--- config.mk ---
export PLATFORM = sky130hd
export DESIGN_NAME = alarm_controller
export DESIGN_NICKNAME = d
export VERILOG_FILES = /design/src/rtl/alarm_pkg.sv /design/src/rtl/edge_detect.sv /design/src/rtl/alarm_controller.sv
export SDC_FILE = /design/constraint.sdc
export NUM_CORES = 1
export LEC_CHECK = 0
export ABC_AREA = 1
export BUFFER_PORTS_ARGS = -buffer_cell sky130_fd_sc_hd__buf_2
export CAP_MARGIN = 25
export CELL_PAD_IN_SITES_DETAIL_PLACEMENT = 1
export CELL_PAD_IN_SITES_GLOBAL_PLACEMENT = 1
export CORE_MARGIN = 2
export CORE_UTILIZATION = 43
export CTS_BUF_LIST = sky130_fd_sc_hd__clkbuf_2 sky130_fd_sc_hd__clkbuf_4 sky130_fd_sc_hd__clkbuf_8
export CTS_CLUSTER_DIAMETER = 200
export CTS_CLUSTER_SIZE = 10
export DETAILED_ROUTE_END_ITERATION = 10
export PLACE_DENSITY = 0.87
export SYNTH_ARGS = -nofsm -noshare
export SYNTH_HDL_FRONTEND = slang
export SYNTH_HIERARCHICAL = 1
export SYNTH_SLANG_ARGS = --single-unit
--- constraint.sdc ---
create_clock -name clk -period 1.7 [get_ports clk]
set_input_delay 0.17 -clock clk [delete_from_list [all_inputs] [get_ports clk]]
set_output_delay 0.17 -clock clk [all_outputs]
set_load 0.005 [all_outputs]
--- src/rtl/alarm_pkg.sv ---
// Shared alarm definitions: state codes and counter width used by the alarm,
// time counter and display blocks.
package alarm_pkg;

  localparam int CNT_W = 4;

  typedef logic [CNT_W-1:0] cnt_t;

  typedef enum logic [1:0] {
    ST_IDLE    = 2'd0,
    ST_RINGING = 2'd1,
    ST_SNOOZE  = 2'd2,
    ST_UNUSED  = 2'd3
  } alarm_state_e;

endpackage

--- src/rtl/edge_detect.sv ---
// Rising-edge detector: rise is high in the cycle where d is 1 and the
// previously sampled d was 0.
module edge_detect (
  input  logic clk,
  input  logic rst_n,
  input  logic d,
  output logic rise
);

  logic q_r;

  // Sample d once per cycle for the previous-value comparison.
  always_ff @(posedge clk or negedge rst_n) begin
    if (!rst_n) begin
      q_r <= 1'b0;
    end else begin
      q_r <= d;
    end
  end

  assign rise = d & ~q_r;

endmodule

--- src/rtl/alarm_controller.sv ---
// Alarm ring/snooze controller: starts ringing on a rising time match, rings
// for a bounded number of minutes and supports snooze and stop buttons.
module alarm_controller
  import alarm_pkg::*;
#(
  parameter int SNOOZE_MIN       = 5,
  parameter int RING_TIMEOUT_MIN = 10
) (
  input  logic       clk,
  input  logic       rst_n,
  input  logic       eq,
  input  logic       alarm_en,
  input  logic       min_tick,
  input  logic       snooze_btn,
  input  logic       stop_btn,
  output logic       buzzer,
  output logic       snoozing,
  output logic [1:0] state_o
);

  localparam cnt_t SNOOZE_LOAD = cnt_t'(SNOOZE_MIN);
  localparam cnt_t RING_LAST   = cnt_t'(RING_TIMEOUT_MIN - 1);

  alarm_state_e state_r, state_s;
  cnt_t         ring_cnt_r, ring_cnt_s;
  cnt_t         snz_cnt_r, snz_cnt_s;
  logic         match_s;

  edge_detect u_eq_edge (
    .clk   (clk),
    .rst_n (rst_n),
    .d     (eq),
    .rise  (match_s)
  );

  // Next-state and counter update, priorities highest first in each state.
  always_comb begin
    state_s    = state_r;
    ring_cnt_s = ring_cnt_r;
    snz_cnt_s  = snz_cnt_r;
    case (state_r)
      ST_IDLE: begin
        if (match_s && alarm_en) begin
          state_s    = ST_RINGING;
          ring_cnt_s = 4'd0;
        end else begin
          state_s = ST_IDLE;
        end
      end
      ST_RINGING: begin
        if (!alarm_en || stop_btn) begin
          state_s = ST_IDLE;
        end else if (snooze_btn) begin
          state_s   = ST_SNOOZE;
          snz_cnt_s = SNOOZE_LOAD;
        end else if (min_tick && (ring_cnt_r >= RING_LAST)) begin
          state_s = ST_IDLE;
        end else if (min_tick) begin
          ring_cnt_s = ring_cnt_r + 4'd1;
        end else begin
          state_s = ST_RINGING;
        end
      end
      ST_SNOOZE: begin
        // Expiry on <=1 keeps the counter from ever wrapping below 1.
        if (!alarm_en || stop_btn) begin
          state_s = ST_IDLE;
        end else if (min_tick && (snz_cnt_r <= 4'd1)) begin
          state_s    = ST_RINGING;
          ring_cnt_s = 4'd0;
        end else if (min_tick) begin
          snz_cnt_s = snz_cnt_r - 4'd1;
        end else begin
          state_s = ST_SNOOZE;
        end
      end
      default: begin
        state_s    = ST_IDLE;
        ring_cnt_s = 4'd0;
        snz_cnt_s  = 4'd0;
      end
    endcase
  end

  // State and counter registers.
  always_ff @(posedge clk or negedge rst_n) begin
    if (!rst_n) begin
      state_r    <= ST_IDLE;
      ring_cnt_r <= 4'd0;
      snz_cnt_r  <= 4'd0;
    end else begin
      state_r    <= state_s;
      ring_cnt_r <= ring_cnt_s;
      snz_cnt_r  <= snz_cnt_s;
    end
  end

  assign buzzer   = (state_r == ST_RINGING);
  assign snoozing = (state_r == ST_SNOOZE);
  assign state_o  = state_r;

endmodule

==> results of run 1 <==
metal layers:
metal,vias up,wire length [um]
li1,400,-
met1,389,942
met2,9,1060
met3,5,28
met4,0,37
met5,-,0
power by group through the flow:
stage	Combinational [W]	Clock [W]	Sequential, W
after floorplan	0.0000776	0	0.000285
after global placement	0.000113	0	0.000287
after detailed placement	0.000122	0	0.000288
after CTS	0.000124	0.000189	0.000283
after global routing	0.000139	0.000200	0.000285
final	0.000122	0.000179	0.000283
worst paths after layout:
| kind | end | from | slack [ps] |
|---|---|---|---|
| worst max-delay path | snz_cnt_r[2]$_DFFE_PN0P_ | state_o[0]$_DFFE_PN0P_ | 170 |
| worst min-delay path | u_eq_edge/q_r$_DFF_PN0_ | eq | 30 |
| worst max register to register | snz_cnt_r[2]$_DFFE_PN0P_ | state_o[0]$_DFFE_PN0P_ | 170 |
| worst min register to register | snz_cnt_r[1]$_DFFE_PN0P_ | snz_cnt_r[1]$_DFFE_PN0P_ | 510 |
| max in group asynchronous | state_o[1]$_DFFE_PN0P_ | rst_n | 1210 |
| min in group asynchronous | snz_cnt_r[0]$_DFFE_PN0P_ | rst_n | 290 |
what timing repair did:
item	CTS	global route
endpoints found under the setup margin	0	5
hold buffers	1	0
hold endpoints to repair	11	0
resized for setup	0	1
sequential cells by signal, indices dropped and copies added, names as in the netlist:
register	cells
ring_cnt_r	4
snz_cnt_r	4
state_o	2
u_eq_edge/q_r	1
through the flow:
step           instances  setup slack [ps]
2_1_floorplan        117               240
6_report             159               171
4_1_cts              159              54.9
5_1_grt              159              18.5
3_5_place_dp         154              67.6
3_3_place_gp         154               160
cells in the final DEF, fill, tap and decap left out, types with 2 or more instances in the layout:
cell,synthesis,final
nand2_1,37,37
inv_1,16,16
dfrtp_1,11,11
buf_2,0,10
o21ai_1,8,8
ha_1,9,8
nand3_1,7,7
nand2_2,3,3
nor2_2,3,3
nand4_1,3,3
nor2_1,3,3
clkbuf_4,0,3
o21ai_0,2,2
nor2_4,2,2
or2_2,2,2
worst register-to-register path: stages (launching register included):
cell and delay, ps:
dfrtp_1 420, inv_1 100, ha_2 290, inv_1 120, a21oi_1 130, o21ai_0 140
nand2_1 80, nand2_1 50, o21ai_1 130
cell families after synthesis:
group           after synthesis  synth area share
fa+ha+maj                     9             0.129
xor+xnor                      1            0.0100
simple gates                 63             0.353
compound gates               15             0.106
buf+inv                      18            0.0861
flops                        11             0.316
cell type report:
cell class,count,area [um^2],area share
clock inverter,1,5.00,0.00504
clock buffer,3,22.5,0.0227
multi-input combinational,88,524,0.528
timing repair buffer,12,67.6,0.0681
inverter,17,63.8,0.0643
tap,27,33.8,0.0340
sequential,11,275,0.277
synth_stat cells:
| cell | number | area, um^2 |
|---|---|---|
| a21oi_1 | 1 | 5.00 |
| a21oi_2 | 1 | 8.76 |
| buf_6 | 1 | 11.3 |
| dfrtp_1 | 11 | 275 |
| ha_1 | 9 | 113 |
| inv_1 | 16 | 60.1 |
| inv_2 | 1 | 3.75 |
| nand2_1 | 37 | 139 |
| nand2_2 | 3 | 18.8 |
| nand3_1 | 7 | 35.0 |
| nand3_4 | 1 | 17.5 |
| nand3b_1 | 1 | 7.51 |
| nand4_1 | 3 | 18.8 |
| nor2_1 | 3 | 11.3 |
| nor2_2 | 3 | 18.8 |
| nor2_4 | 2 | 22.5 |
| o21ai_0 | 2 | 10.0 |
| o21ai_1 | 8 | 40.0 |
| o21ai_2 | 1 | 8.76 |
| o21bai_1 | 1 | 7.51 |
| o22ai_2 | 1 | 12.5 |
| or2_1 | 1 | 6.26 |
| or2_2 | 2 | 12.5 |
| xor2_1 | 1 | 8.76 |
==> summary.md, run 1 <==
| Metric | Value |
|---|---|
| Status | complete, no violations |
| Post-route cell area | roughly 990 um^2 |
| Count of cell types in the netlist | 24 |
| Startpoint types | flip-flop |
| Top Ports | 11 |
| First-pass GRT wire length | between 3000 and 4000 um |
| Mapped Area | 872 um^2 |
| Slew Viols, Final | 0 |
| Initial Util | 0.449 |
| Fraction of layout cells with a size suffix above 1 | 0.235 |
| Crit path cell chain | inv_1 -> ha_2 -> inv_1 -> a21oi_1 -> o21ai_0 -> nand2_1 -> nand2_1 -> o21ai_1 |
| Part of the power in registers | 0.485 |
| CTS tree | yes |
| Dpl hpwl | between 1500 and 2000 um |
| PwrDens | just under 600 nW/um^2 |
| Crit path depth | 8 |
| H-tree depth | 1 |
| Hold Slack | 30.2 ps |
| Synth-to-Final Area Change | 13.8% |
| Net Count, Synth | 133 |
| Core area | 1940 um^2 |
| Crit-path leading delay family | flip-flops |
| Fmax | about 650 MHz |
| Reg2reg path depth | 8 |
| Fill count | 270 |
| Clock Sink Count | 11 |
| Die height | 49.0 um |
| Pin count of the biggest net entering global routing | 12 |
| Bufs and invs on worst path | 2 |
| DR WL/cell | approximately 13 um |
| Final Hold Vio Count | 0 |
| Clock-pin slew on the worst setup and hold paths | roughly 70 ps |
| GRT Residual Overflow | 0 |
| RSZ-0062 raised after global routing | no |
| VDD IR max | between 0.3 and 0.4 mV |
| Setup total negative slack | 0 ps |
| DRT Pass-1 Iters | 3 |
| Slew margin rel. | 0.832 |
| GP Congestion | ~0.86 |
| Met3 Track Usage GR | 0.0184 |
| Avg Inst Size Synth | 7.45 um^2 |
| Worst Hold Depth | 1 |
| CP endpoint kind | flip-flop |
| DRC viols | 0 |
| GRT Util Overall | 0.197 |
| Die Width | 49.0 um |
| Sw frac | 0.312 |
| GRT busiest layer | met2 |
| Maximum fanout along the worst path | 9 |
| Post-route ant nets | 0 |
| Starting DRT DRC Count | 9 |
| #FFs+latches synth | 11 |
| DP Area | about 950 um^2 |
| CP peak stage delay | 420 ps |
| Die ar. | around 2400 um^2 |
| Slowest-stage cell, CP | dfrtp_1 |
| Met1 GRT Util | 0.241 |
| Sequential area share after synthesis | 0.316 |
| Vias in the first global route | roughly 850 |
| Pint | roughly 0.0004 W |
| Number of diodes | 0 |
| Initial antenna violation count | 0 |
| Switch Pwr | between 0.00015 and 0.0002 W |
| Worst-Margin Slew | around 250 ps |
| Kind of critical path | flip-flop to flip-flop |
| Vias per cell | between 5 and 6 |
| Met2 Usage GRT | 0.356 |
| Worst-Skew Late Latency | between 200 and 300 ps |
| Hold WC Path Type | primary input to flip-flop |
| Detailed-route via count | approximately 800 |
| Post-CTS Setup Repair Bufs | 0 |
| Clock Tree Buf Depth | 2 |
| Clk pwr share | 0.306 |
| Root buf cell | clkbuf_4 |
| Final setup fails | 0 |
| Nets@finish | about 150 |
| Mapped Cells | between 100 and 150 |
| Crit path required time | around 1900 ps |
| DRT Wirelength | between 2000 and 2500 um |
| Leak | around 0.5 nW |
| MaxCap Viol Count | 0 |
| Fin util | 0.511 |
| FP Rows | 16 |
| Final period utilization | 0.899 |
| Tot Pwr | between 0.0005 and 0.0006 W |
| Comb power frac | 0.209 |
| Min Clock Period, post-route | approximately 1500 ps |
| # port buffers | 10 |
| Critical Path AT | roughly 1700 ps |
| Num CTS Buffers | 3 |
| Yosys warning count | 6 |
| Clock Skew | around 4.8 ps |
Power figures use the tool's default switching activity.
==> run 2, diff against run 1 <==
CORE_UTILIZATION = 39   (was 43)
PLACE_DENSITY = 0.83   (was 0.87)
clock period = 1.3 ns   (was 1.7 ns; I/O delays follow)
==> run 2 against run 1 <==
Effect of this change: the run now ends with setup timing left; register-to-register slack got worse by 430 ps; sequential cell count unchanged; sequential power increased by 31%; die area increased by 9.4%; global-route usage increased by 5.1 points; sequential share of layout area decreased by 7.7 points; combinational power increased by 140%; non-clock buffer count increased by 26; largest power group unchanged.
==> summary.md, run 2 (same netlist as run 1, synthesis figures left out) <==
| Metric | Value |
|---|---|
| Crit-path leading delay family | flip-flops (unchanged) |
| GP Congestion | 0.783 (was 0.863) |
| Switch Pwr | 0.000314 W (was 0.000182 W) |
| CTS tree | yes (unchanged) |
| Part of the power in registers | 0.399 (was 0.485) |
| Slowest-stage cell, CP | dfrtp_2 (was dfrtp_1) |
| Clock Sink Count | 11 (unchanged) |
| Crit path required time | 1470 ps (was 1900 ps) |
| Clock Skew | 8.58 ps (was 4.76 ps) |
| Fill count | 268 (was 270) |
| Die Width | 51.3 um (was 49.0 um) |
| Comb power frac | 0.312 (was 0.209) |
| FP Rows | 17 (was 16) |
| Vias in the first global route | 978 (was 847) |
| # port buffers | 10 (unchanged) |
| Root buf cell | clkbuf_4 (unchanged) |
| Kind of critical path | flip-flop to flip-flop (unchanged) |
| Bufs and invs on worst path | 1 (was 2) |
| Met1 GRT Util | 0.286 (was 0.241) |
| Die ar. | 2630 um^2 (was 2400 um^2) |
| Clock Tree Buf Depth | 2 (unchanged) |
| Nets@finish | 175 (was 149) |
| Critical Path AT | 1730 ps (about the same) |
| Pin count of the biggest net entering global routing | 12 (unchanged) |
| DRT Wirelength | 3760 um (was 2070 um) |
| Clock-pin slew on the worst setup and hold paths | 80 ps (was 70 ps) |
| DRT Pass-1 Iters | 4 (was 3) |
| Maximum fanout along the worst path | 8 (was 9) |
| Fraction of layout cells with a size suffix above 1 | 0.551 (was 0.235) |
| Met2 Usage GRT | 0.444 (was 0.356) |
| Initial antenna violation count | 0 (unchanged) |
| Num CTS Buffers | 3 (unchanged) |
| DR WL/cell | 20.2 um (was 13.0 um) |
| Slew Viols, Final | 0 (unchanged) |
| Met3 Track Usage GR | 0.0292 (was 0.0184) |
| H-tree depth | 1 (unchanged) |
| GRT Residual Overflow | 0 (unchanged) |
| Vias per cell | 5.39 (was 5.05) |
| Pint | 0.000617 W (was 0.000402 W) |
| Status | finished with violations (was complete, no violations) |
| Failing checks | setup timing |
| GRT busiest layer | met2 (unchanged) |
| Hold WC Path Type | primary input to async pin (was primary input to flip-flop) |
| Min Clock Period, post-route | 1560 ps (was 1530 ps) |
| CP most frequent cell | nand2_2 |
| Final period utilization | 1.20 (was 0.899) |
| Dpl ws | -191 ps (was 67.6 ps) |
| Clk pwr share | 0.289 (was 0.306) |
| Top Ports | 11 (unchanged) |
| Dpl hpwl | 1820 um (was 1740 um) |
| Sw frac | 0.337 (was 0.312) |
| CP endpoint kind | flip-flop (unchanged) |
| Core area | 2170 um^2 (was 1940 um^2) |
| PwrDens | 675 nW/um^2 (was 588 nW/um^2) |
| Final worst setup slack | -259 ps (was 171 ps) |
| Detailed-route via count | 1003 (was 803) |
| Leading cell types in the layout, fill and taps excluded | nand2_1 (22), buf_4 (22), nand2_2 (15), dfrtp_1 (10) (was nand2_1 (37), inv_1 (16), dfrtp_1 (11), buf_2 (10)) |
| Number of diodes | 0 (unchanged) |
| Worst-Margin Slew | 282 ps (was 250 ps) |
| Starting DRT DRC Count | 13 (was 9) |
| GRT Util Overall | 0.247 (was 0.197) |
| First-pass GRT wire length | 4680 um (was 3630 um) |
| Initial Util | 0.402 (was 0.449) |
| Fmax | 641 MHz (was 654 MHz) |
| Post-route ant nets | 0 (unchanged) |
| VDD IR max | 0.552 mV (was 0.381 mV) |
| Worst-Skew Late Latency | 280 ps (was 270 ps) |
| DRC viols | 0 (unchanged) |
| RSZ-0062 raised after global routing | yes (was no) |
| Final Hold Vio Count | 0 (unchanged) |
| Startpoint types | flip-flop (unchanged) |
| Final setup fails | 13 (was 0) |
| MaxCap Viol Count | 0 (unchanged) |
| Crit path cell chain | inv_2 -> ha_4 -> o21ai_4 -> nand2_2 -> a21oi_4 -> nand2_4 -> nand2_2 -> o21ai_2 (was inv_1 -> ha_2 -> inv_1 -> a21oi_1 -> o21ai_0 -> nand2_1 -> nand2_1 -> o21ai_1) |
| Hold Slack | 234 ps (was 30.2 ps) |
| Leak | 0.657 nW (was 0.499 nW) |
| CP peak stage delay | 420 ps (about the same) |
| Slew margin rel. | 0.812 (was 0.832) |
| Die height | 51.3 um (was 49.0 um) |
| Synth-to-Final Area Change | 58.1% (was 13.8%) |
## run 2: cell count changes in the layout (fill, tap and decap cells not counted), sizes merged
cell,previous run,this run
buf,11,36
clkbuf,3,4
clkinv,1,0
dlygate4sd3,1,2
## run 2: through the flow
step / cells / instance area (um^2) / total power, W / TNS, ps / util
finish: 186 / 1380 / 0.000931 / -2480 / 0.636
global route: 186 / 1380 / 0.000961 / -2950 / 0.636
CTS: 180 / 1200 / 0.000848 / -1320 / 0.554
detailed placement: 167 / 1070 / 0.000568 / -1610 / 0.493
global placement: 167 / 1070 / 0.000553 / -649 / 0.493
floorplan: 117 / 898 / 0.000479 / -663 / -
## run 2: worst paths after layout
kind                                                from                        end  slack, ps  cells past startpoint
worst max-delay path              state_o[0]$_DFFE_PN0P_  ring_cnt_r[3]$_DFFE_PN0P_       -260                      8
worst min-delay path                               rst_n  ring_cnt_r[2]$_DFFE_PN0P_        230                      2
worst max register to register    state_o[0]$_DFFE_PN0P_  ring_cnt_r[3]$_DFFE_PN0P_       -260                      8
worst min register to register  snz_cnt_r[3]$_DFFE_PN0P_   snz_cnt_r[3]$_DFFE_PN0P_        610                      2
max in group asynchronous                          rst_n     state_o[0]$_DFFE_PN0P_        850                      2
min in group clk                                alarm_en     state_o[0]$_DFFE_PN0P_        270                      5
## run 2: power by group through the flow
stage               clock network (W)  registers (W)  logic [W]
detailed placement                  0       0.000374   0.000194
CTS                          0.000260       0.000368   0.000220
global route                 0.000275       0.000372   0.000313
global placement                    0       0.000373   0.000180
finish                       0.000269       0.000371   0.000291
floorplan                           0       0.000374   0.000105
## run 2: what timing repair did
item / 4_1_cts / 5_1_grt
buffers inserted: 7 / 7
setup endpoints to repair: 11 / 12
hold buffers: 2 / 0
hold endpoints to repair: 12 / 0
pin swaps: 7 / 17
resized for setup: 10 / 36
## run 2: layout make-up
type	count	area (um^2)	share of cell area
clock buffers	4	30.0	0.0218
inverters	17	66.3	0.0481
multi-input cells	88	678	0.492
flip-flops and latches	11	277	0.201
well taps	28	35.0	0.0254
repair buffers	38	293	0.212
## run 2: layer usage
layer | share of wire | vias to the layer above
met2 | 0.56 | 32
met4 | 0.032 | 0
li1 | - | 456
met3 | 0.028 | 10
met5 | 0 | -
met1 | 0.38 | 505
==> run 3, diff against run 2 <==
PLACE_DENSITY = 0.74   (was 0.83)
==> run 3 against run 2 <==
Effect of this change: the run still ends with setup timing left; sequential power shrank 1%; clock skew shrank 7.1 ps; clock-buffer cell count is the same; die area is the same; largest power group unchanged; highest routed layer unchanged; largest cell class unchanged; register-to-register slack gained 120 ps; total power shrank 6.1%.
==> summary.md, run 3 (same netlist as run 1, synthesis figures left out) <==
| Metric | Value |
|---|---|
| Status | finished with violations (unchanged) |
| DP Area | 1060 um^2 (was 1070 um^2) |
| CP endpoint kind | flip-flop (unchanged) |
| Setup total negative slack | -1350 ps (was -2480 ps) |
| Fmax | 694 MHz (was 641 MHz) |
| Min-Delay Endpoint | state_o[0]$_DFFE_PN0P_ |
| Post-route cell area | 1280 um^2 (was 1380 um^2) |
| MaxCap Viol Count | 0 (unchanged) |
| Dpl hpwl | 1800 um (was 1820 um) |
| Vias in the first global route | 931 (was 978) |
| Top Ports | 11 (unchanged) |
| VDD IR max | 0.575 mV (was 0.552 mV) |
| Number of diodes | 0 (unchanged) |
| Reg2reg path depth | 8 (unchanged) |
| Final period utilization | 1.11 (was 1.20) |
| Min-delay src | alarm_en |
| Slew Viols, Final | 0 (unchanged) |
| Clock Tree Buf Depth | 2 (unchanged) |
| PwrDens | 684 nW/um^2 (was 675 nW/um^2) |
| Synth-to-Final Area Change | 46.8% (was 58.1%) |
| Critical Path AT | 1610 ps (was 1730 ps) |
| Detailed-route via count | 888 (was 1003) |
| Initial Util | 0.402 (unchanged) |
| Die height | 51.3 um (unchanged) |
| Hold WC Path Type | primary input to flip-flop (was primary input to async pin) |
| Slew margin rel. | 0.818 (was 0.812) |
| Dpl ws | -142 ps (was -191 ps) |
| Fill count | 278 (was 268) |
| Die Width | 51.3 um (unchanged) |
| RSZ-0062 raised after global routing | yes (unchanged) |
| GP Congestion | 0.718 (was 0.783) |
| Reg2reg setup slack | -140 ps (was -260 ps) |
| First-pass GRT wire length | 4010 um (was 4680 um) |
| Root buf cell | clkbuf_4 (unchanged) |
| # port buffers | 10 (unchanged) |
| Vias per cell | 4.93 (was 5.39) |
| Die ar. | 2630 um^2 (unchanged) |
| Pin count of the biggest net entering global routing | 12 (unchanged) |
| Post-route ant nets | 0 (unchanged) |
| DRT Wirelength | 2470 um (was 3760 um) |
| Reg2reg start | state_o[1]$_DFFE_PN0P_ (was state_o[0]$_DFFE_PN0P_) |
| Num CTS Buffers | 3 (unchanged) |
| Clock-pin slew on the worst setup and hold paths | 80 ps (about the same) |
| Worst-Skew Late Latency | 270 ps (was 280 ps) |
| Final worst setup slack | -141 ps (was -259 ps) |
| GRT Residual Overflow | 0 (unchanged) |
| Leak | 0.624 nW (was 0.657 nW) |
| Tot Pwr | 0.000875 W (was 0.000931 W) |
| Fraction of layout cells with a size suffix above 1 | 0.474 (was 0.551) |
| RR Endpoint | ring_cnt_r[1]$_DFFE_PN0P_ (was ring_cnt_r[3]$_DFFE_PN0P_) |
| Maximum fanout along the worst path | 8 (unchanged) |
| Startpoint types | flip-flop (unchanged) |
| Min Clock Period, post-route | 1440 ps (was 1560 ps) |
| Worst Hold Depth | 5 |
| Core area | 2170 um^2 (unchanged) |
| Clock Sink Count | 11 (unchanged) |
| CTS tree | yes (unchanged) |
| DRT Pass-1 Iters | 4 (unchanged) |
| Nets@finish | 169 (was 175) |
| Worst-Margin Slew | 273 ps (was 282 ps) |
| Initial antenna violation count | 0 (unchanged) |
| DRC viols | 0 (unchanged) |
| Kind of critical path | flip-flop to flip-flop (unchanged) |
| Commonest non-fill, non-tap cell in the layout | nand2_1 |
| FP Rows | 17 (unchanged) |
| Crit path required time | 1470 ps (about the same) |
| Final setup fails | 13 (unchanged) |
| Final Hold Vio Count | 0 (unchanged) |
| Failing checks | setup timing (unchanged) |
| Clock Skew | 1.46 ps (was 8.58 ps) |
| DR WL/cell | 13.7 um (was 20.2 um) |
| GRT Util Overall | 0.204 (was 0.247) |
| Leading cell types in the layout, fill and taps excluded | nand2_1 (28), buf_4 (19), nand2_2 (10), dfrtp_1 (10) (was nand2_1 (22), buf_4 (22), nand2_2 (15), dfrtp_1 (10)) |
| H-tree depth | 1 (unchanged) |
| Starting DRT DRC Count | 5 (was 13) |
[run 3: cell types whose count changed in the layout (fill, tap and decap cells not counted), sizes merged]
cell,change
buf,-6
[run 3: cell type report]
| type | instances | area (um^2) | area share |
|---|---|---|---|
| clock buffer | 4 | 30.0 | 0.0235 |
| inverter | 17 | 68.8 | 0.0538 |
| multi-input combinational | 88 | 639 | 0.500 |
| sequential | 11 | 277 | 0.216 |
| tap | 28 | 35.0 | 0.0274 |
| timing repair buffer | 32 | 230 | 0.180 |
[run 3: worst max-delay path by stage]
stage,endpoint,slack (ps),start,cells past startpoint
after floorplan,snz_cnt_r[3]$_DFFE_PN0P_,-90,state_o[0]$_DFFE_PN0P_,9
after global placement,ring_cnt_r[0]$_DFFE_PN0P_,-70,snz_cnt_r[1]$_DFFE_PN0P_,9
after detailed placement,ring_cnt_r[3]$_DFFE_PN0P_,-140,snz_cnt_r[0]$_DFFE_PN0P_,9
after CTS,ring_cnt_r[1]$_DFFE_PN0P_,-110,state_o[1]$_DFFE_PN0P_,8
after global routing,ring_cnt_r[1]$_DFFE_PN0P_,-220,state_o[1]$_DFFE_PN0P_,8
final,ring_cnt_r[1]$_DFFE_PN0P_,-140,state_o[1]$_DFFE_PN0P_,8
[run 3: report_power, final]
group	internal [W]	total, W	switching, W
registers	0.000354	0.000366	0.0000113
logic	0.000103	0.000241	0.000138
clock network	0.000140	0.000268	0.000128
[run 3: repair_timing]
item	4_1_cts	5_1_grt
hold buffers	2	0
hold endpoints to repair	12	0
setup endpoints to repair	11	12
setup buffers	3	5
pin swaps	7	11
cloned	0	0
gates resized for setup	6	25
[run 3: critical path, stage by stage (launching register included)]
cell,delay [ps]
dfrtp_1,430
inv_2,80
ha_4,190
o21ai_4,160
nand2_2,80
a21oi_4,140
nand2_4,110
nand2_1,80
o21ai_1,60
[run 3: per-layer routing]
metal / up-vias / routed length [um] / track usage
met5: - / 0 / 0
met2: 13 / 1390 / 0.385
met4: 0 / 41 / 0.0526
li1: 443 / - / -
met1: 426 / 987 / 0.235
met3: 6 / 56 / 0.0351
[run 3: through the flow]
step                      instances  utilization  hold slack, ps
after floorplan                 117            -            -166
after global placement          166        0.490            19.3
after detailed placement        166        0.490            23.1
after CTS                       175        0.527             250
after global routing            180        0.590             262
final                           180        0.590             242
